--- src/rtl/sel_pkg.sv ---
// Shared select-bus definitions: code widths, the "no selection" code, FSM states
// and the legal-code check used by both the decoder and the encoder's bench.
package sel_pkg;

    localparam int SEL_W = 5;
    localparam int BUS_W = 32;
    localparam logic [SEL_W-1:0] SEL_NONE = 5'd31;

    typedef enum logic [1:0] {
        IDLE  = 2'd0,
        DRIVE = 2'd1,
        GAP   = 2'd2
    } sel_state_t;

    function automatic logic sel_is_legal(input logic [SEL_W-1:0] code, input int valid_max);
        return (int'(code) <= valid_max);
    endfunction

endpackage

--- src/rtl/dec_5_32_comb.sv ---
// Pure combinational 5-to-32 one-hot decode; zero latency, no flow control.
module dec_5_32_comb
    import sel_pkg::*;
(
    input  logic [SEL_W-1:0] i_code,
    output logic [BUS_W-1:0] o_onehot
);

    always_comb begin
        o_onehot = '0;
        o_onehot[i_code] = 1'b1;
    end

endmodule

--- src/rtl/sel_decoder_5_32.sv ---
// Registered 5-to-32 select decoder: 1-cycle latency, holds each selection HOLD_CYCLES
// then one idle gap; requests are only consumed (sel_ack) in IDLE, held off while busy.
module sel_decoder_5_32
    import sel_pkg::*;
#(
    parameter int HOLD_CYCLES = 1,
    parameter int VALID_MAX   = 23
) (
    input  logic             clk,
    input  logic             reset,
    input  logic [SEL_W-1:0] sel_code,
    input  logic             sel_valid,
    input  logic             err_clr,
    output logic             sel_ack,
    output logic [BUS_W-1:0] dec_out,
    output logic             dec_valid,
    output logic             busy,
    output logic             err
);

    localparam int CNT_RAW = $clog2(HOLD_CYCLES + 1);
    localparam int CNT_W   = (CNT_RAW < 1) ? 1 : CNT_RAW;

    sel_state_t       r_state;
    sel_state_t       w_state_nxt;
    logic [CNT_W-1:0] r_cnt;
    logic [CNT_W-1:0] w_cnt_nxt;
    logic [BUS_W-1:0] r_dec;
    logic [BUS_W-1:0] w_dec_nxt;
    logic [BUS_W-1:0] w_onehot;
    logic             r_dec_vld;
    logic             r_ack;
    logic             w_ack_nxt;
    logic             r_busy;
    logic             r_err;
    logic             w_err_nxt;
    logic             w_legal;

    dec_5_32_comb u_dec (
        .i_code   (sel_code),
        .o_onehot (w_onehot)
    );

    // SEL_NONE is never legal because VALID_MAX is capped at 30.
    assign w_legal = sel_is_legal(sel_code, VALID_MAX);

    always_ff @(posedge clk) begin
        if (reset) begin
            r_state   <= IDLE;
            r_cnt     <= '0;
            r_dec     <= '0;
            r_dec_vld <= 1'b0;
            r_ack     <= 1'b0;
            r_busy    <= 1'b0;
            r_err     <= 1'b0;
        end else begin
            r_state   <= w_state_nxt;
            r_cnt     <= w_cnt_nxt;
            r_dec     <= w_dec_nxt;
            r_dec_vld <= |w_dec_nxt;
            r_ack     <= w_ack_nxt;
            r_busy    <= (w_state_nxt != IDLE);
            r_err     <= w_err_nxt;
        end
    end

    always_comb begin
        w_state_nxt = r_state;
        case (r_state)
            IDLE:    if (sel_valid && w_legal) w_state_nxt = DRIVE;
            DRIVE:   if (r_cnt == '0) w_state_nxt = GAP;
            GAP:     w_state_nxt = IDLE;
            default: w_state_nxt = IDLE;
        endcase
    end

    always_comb begin
        w_dec_nxt = r_dec;
        w_cnt_nxt = r_cnt;
        w_ack_nxt = 1'b0;
        w_err_nxt = r_err & ~err_clr;
        case (r_state)
            IDLE: begin
                w_dec_nxt = '0;
                if (sel_valid) begin
                    w_ack_nxt = 1'b1;
                    if (w_legal) begin
                        w_dec_nxt = w_onehot;
                        w_cnt_nxt = CNT_W'(HOLD_CYCLES - 1);
                    end else if (sel_code != SEL_NONE) begin
                        w_err_nxt = 1'b1;
                    end
                end
            end
            DRIVE: begin
                if (r_cnt != '0) w_cnt_nxt = r_cnt - CNT_W'(1);
                else             w_dec_nxt = '0;
            end
            default: w_dec_nxt = '0;
        endcase
    end

    assign sel_ack   = r_ack;
    assign dec_out   = r_dec;
    assign dec_valid = r_dec_vld;
    assign busy      = r_busy;
    assign err       = r_err;

endmodule

--- config.mk ---
export PLATFORM = sky130hd
export DESIGN_NAME = sel_decoder_5_32
export DESIGN_NICKNAME = d
export VERILOG_FILES = /design/src/rtl/sel_pkg.sv /design/src/rtl/dec_5_32_comb.sv /design/src/rtl/sel_decoder_5_32.sv
export SDC_FILE = /design/constraint.sdc
export NUM_CORES = 1
export LEC_CHECK = 0
export CAP_MARGIN = 10
export CORE_ASPECT_RATIO = 0.75
export CORE_MARGIN = 2
export CORE_UTILIZATION = 38
export CTS_BUF_LIST = sky130_fd_sc_hd__clkbuf_16
export CTS_CLUSTER_SIZE = 10
export DETAILED_ROUTE_END_ITERATION = 8
export PLACE_DENSITY = 0.79
export SKIP_LAST_GASP = 1
export SLEW_MARGIN = 20
export SYNTH_ARGS = -nofsm -noshare
export SYNTH_HDL_FRONTEND = slang
export SYNTH_SLANG_ARGS = --single-unit
--- constraint.sdc ---
create_clock -name clk -period 1.3 [get_ports clk]
set_input_delay 0.26 -clock clk [delete_from_list [all_inputs] [get_ports clk]]
set_output_delay 0.26 -clock clk [all_outputs]
set_load 0.05 [all_outputs]
### Word-level counts from Yosys, hierarchy flattened

Cells that the tools add are included.

* register bits after elaboration: 39
* bits in latches: 0
* bits in writable memories: 0
* bits in read-only memories: 0
* input port bits: 9
* output and inout bits: 36
* logic and storage cells: 44
* memories kept: 0

* add/subtract/negate cells: 1
* multiply operators: 0
* divide/modulo/power cells: 0
* order comparisons: 3
* equal/unequal tests: 4
* shift operators: 0
* muxes and demuxes: 18
* bitwise operators: 3
* reductions and logical operators: 8

Operators with widths (number)
* two-way mux 32 bit: 3
* case mux 32 bit (2 select lines): 1
* OR reduction 32 bit: 1
* two-way mux 1 bit: 9
* < comparator 5 x 6 -> 1 bit (second input constant): 1
* demux 1 bit (select 5 bit): 1
* >= comparator 5 x 1 -> 1 bit (second input constant): 1
* <= comparator 5 bit (second input constant): 1
* != test 5 bit (second input constant): 1
* two-way mux 2 bit: 2
* != test 2 bit (second input constant): 2
* case mux 2 bit (2 select lines): 1
* nonzero test 2 bit: 2
* AND reduction 3 bit: 1
* == test 2 x 1 -> 1 bit (second input constant): 1
* logical AND 1 bit: 2
* logical NOT 2 bit: 1
* NOT 1 bit: 2
* case mux 1 bit (2 select lines): 1
* OR reduction 2 bit: 1
* AND 1 bit: 1
* subtractor 1 bit (second input constant): 1

### Depth between registers and ports, before layout

* depth after elaboration: 8
* mapped depth: 4
* gate-level depth less buffers: 3

### By module

Synthesis repeated with hierarchy kept, for this count alone.

* cell total of the unflattened synthesis: 140
* area, all modules: 1365.1 um^2

By module, submodules not included
* sel_decoder_5_32: instances 1, cells each 93, area an instance 1151.1 um^2, seq. area each 760.7 um^2
* dec_5_32_comb: instances 1, cells each 47, area an instance 214.0 um^2, seq. area each 0.0 um^2

### Worst setup path after synthesis

OpenSTA, ideal clock, no wires.

* path type: flip-flop to flip-flop
* start: register r_state[0]
* end: register r_dec[1] (netlist: dec_out[1])
* library setup time: 88 ps
* arrival time: 1310 ps
* required time: 1212 ps
* slack: -98 ps
* cell stages (with the launch flop): 5
* buffers on the path: 2
* period minus slack after synthesis: 1398 ps
* path through: dfxtp_1 > or4b_4 > buf_6 > buf_8 > nor4_4

* word-level cells in the longest chain between the ends: 2
* elaborated cells between the ends (all ways): 3
* classes of those cells: 1 x eq/ne; 1 x mux; 1 x reduce/logical

Ends and longest elaborated chain
* start: declaration: RTL line sel_decoder_5_32.sv:24 `sel_state_t r_state;`
* start signal: assignment: RTL line sel_decoder_5_32.sv:57 `r_state <= w_state_nxt;`
* == test 2 x 1 -> 1 bit or logical NOT 2 bit (tied branches): RTL line sel_decoder_5_32.sv:82 `case (r_state)`
* case mux 32 bit (2 select lines) *: RTL line sel_decoder_5_32.sv:82
* end signal: assignment: RTL line sel_decoder_5_32.sv:59 `r_dec <= w_dec_nxt;`
* end: declaration: RTL line sel_decoder_5_32.sv:28 `logic [BUS_W-1:0] r_dec;`

Every way passes the cells marked *; elsewhere a longest branch is shown, timed or not.
A chain may end at the register's enable or synchronous reset.

### Final worst setup path

* start: register r_state[1]
* end: register r_dec[8] (netlist: dec_out[8])

Same word-level chain as after synthesis.

==> run metrics <==
status complete, but fails checks; failing checks negative setup slack; num ports 45; Critical Path Sink Type flip-flop; ANT nets after route 0; number of CTS-inserted buffers 5; Ant. Diodes 0; DRT Pass-1 Iters 4; critical path data arrival time roughly 1.7 ns; Max Clock Skew 0.0145 ns; Pleak 0.987 nW; R2R Setup Slk -0.17 ns; MaxCap Viol Count 0; layout cells sized above 1 about three fifths; # rows 17; flops & latches, synth 38; critical path launch point type flip-flop; CP startpoint r_state[1]$_SDFF_PP0_; count of cell types in the netlist 22; CTS clk-pin slew, worst paths 0.07 ns; Skew-Pair Late Insertion Delay approximately 0.29 ns; CTS tree done; largest net degree at the start of global routing 15; CTS Root Cell clkbuf_16; Max H-tree Level 2; die footprint 3650 µm²; VDD IR max 0.958 mV; GRT Total Usage 21.8%; fin worst setup slack -0.174 ns; final hold vios 0; pwr dens 1260 nW/µm²; placed insts 179; Hold Crit Depth 3; Data required, critical path 1.50 ns; Final Non-Filler Cells between 150 and 200; register area share after synthesis between 60% and 70%; Worst Hold Endpoint r_state[1]$_SDFF_PP0_; fillcell total 117; Worst Hold Launch reset; flip-flop and latch area 763 µm²; fmax between 600 and 700 MHz; Final Critical Period 1.47 ns; largest fanout on the critical path 7; Placer Congestion 0.839; vias post-DR 993; post-DP HPWL 2.13 mm; Die H 52.8 µm; worst r2r path cells 3; Via-to-Cell Ratio roughly 5.2; Port-buffer cells 44; final setup fails 28; Synth Instances 90; maximum root-to-sink buffer count 2; Yosys Warn Count 0; drt total wl 4.13 mm; initial core utilization 40.5%; average size of a mapped cell 13.4 µm²; initial antenna violation count 0; area delta synth->final 114%; DRC 0; worst hold path class input port to flip-flop; first-pass GRT wire length 5.57 mm; reg2reg end dec_out[8]$_SDFF_PP0_; Multi-input gate area about 630 µm²; vias in the first global route around 950; RSZ-0062 raised after global routing true; Iter 0 DRT Violations 52; fin util 86.8%; DP Worst Slack -0.579 ns; die width around 69 µm; nets@finish 161; Core Footprint 2980 µm²; period utilization 113%; Crit Path Category flip-flop to flip-flop; Max Slew Vio Count 0; mapped cell area around 1200 µm²; Clock Sinks 38; Hold Buf Count CTS 0; WL per Instance 21.6 µm; grt total ovfl 0; Crit Reg-Reg Startpoint r_state[1]$_SDFF_PP0_
-- metrics by stage --
step / hold slack [ns] / total power, mW / cell area [µm²] / setup TNS, ns
final: 0.468 / 3.26 / 2580 / -2.89
after global routing: 0.468 / 3.33 / 2580 / -3.52
after CTS: 0.461 / 3.18 / 2470 / -3.73
after detailed placement: 0.442 / 1.58 / 2100 / -12.93
after global placement: 0.425 / 1.57 / 2100 / -11.11
after floorplan: 0.339 / 1.41 / 1230 / -0.384
-- how the worst max path moves through the flow --
stage,endpoint,cells past startpoint
2_1_floorplan,dec_out[1]$_SDFF_PP0_,4
3_3_place_gp,dec_out[8]$_SDFF_PP0_,4
3_5_place_dp,dec_out[7]$_SDFF_PP0_,4
4_1_cts,dec_out[4]$_SDFF_PP0_,4
5_1_grt,dec_out[11]$_SDFF_PP0_,3
6_report,dec_out[8]$_SDFF_PP0_,3
-- flip-flops by register name, summed over array words and instances (netlist names) --
signal / cells
busy: 1
err: 1
dec_out: 32
dec_valid: 1
r_state: 2
sel_ack: 1
-- timing repair --
action                     4_1_cts  5_1_grt
setup endpoints to repair       29       29
setup buffers                    2        1
pin swaps                        6        9
gates resized for setup         24       17
gates cloned                     2        0
-- synthesized netlist by cell type, drive strengths merged --
master / count / area (µm²)
or4b: 1 / 13.8
buf: 6 / 53.8
nand2b: 4 / 25.0
conb: 1 / 3.75
nand2: 1 / 3.75
o21bai: 1 / 7.51
nor4: 24 / 265
nand3: 1 / 5.00
a31o: 1 / 8.76
and2: 1 / 6.26
nor3b: 2 / 15.0
inv: 2 / 7.51
clkbuf: 3 / 11.3
or2: 2 / 12.5
dfxtp: 38 / 761
nor2: 2 / 7.51
-- kinds of logic after synthesis --
logic type             synth area share (%)
DFF                                    63.0
and+or+nand+nor                        29.3
buffers and inverters                  6.01
AOI/OAI and AO/OA                      1.35
other                                 0.311
-- placed cells by master, fill, tap and decap left out, drive strengths merged, types with 4 or more instances in the layout --
| cell type | Yosys | final |
|---|---|---|
| clkbuf | 3 | 5 |
| clkdlybuf4s50 | 0 | 6 |
| buf | 6 | 49 |
| conb | 1 | 8 |
| dfxtp | 38 | 38 |
| nor4 | 24 | 24 |
| nand2b | 4 | 4 |
-- routing by layer --
| metal | vias up | track usage, % | share of wire, % |
|---|---|---|---|
| met5 | - | 0 | 0 |
| met4 | 0 | 8.17 | 1.3 |
| met2 | 53 | 36.2 | 52 |
| met1 | 496 | 27.1 | 41 |
| li1 | 439 | - | - |
| met3 | 5 | 6.35 | 5.8 |
-- area by class of cell --
cell class	instances	area share [%]
clock inverters	3	2.47
flip-flops and latches	38	29.5
multi-input cells	48	24.3
clock buffers	5	4.84
inverters	2	0.436
well taps	38	1.84
repair buffers	57	36.6
-- report_power, final --
group	total, mW	internal [mW]	switching [mW]
Sequential	1.22	1.19	0.0247
Combinational	0.455	0.184	0.271
Clock	1.59	1.09	0.494
Total	3.26	2.47	0.789
-- worst max-delay path, stage by stage (launching register included) --
cell,delay (ns)
dfxtp_2,0.34
or4b_4,0.61
buf_12,0.19
nor4_2,0.24
Note: power is estimated with default switching activity, not from simulation.
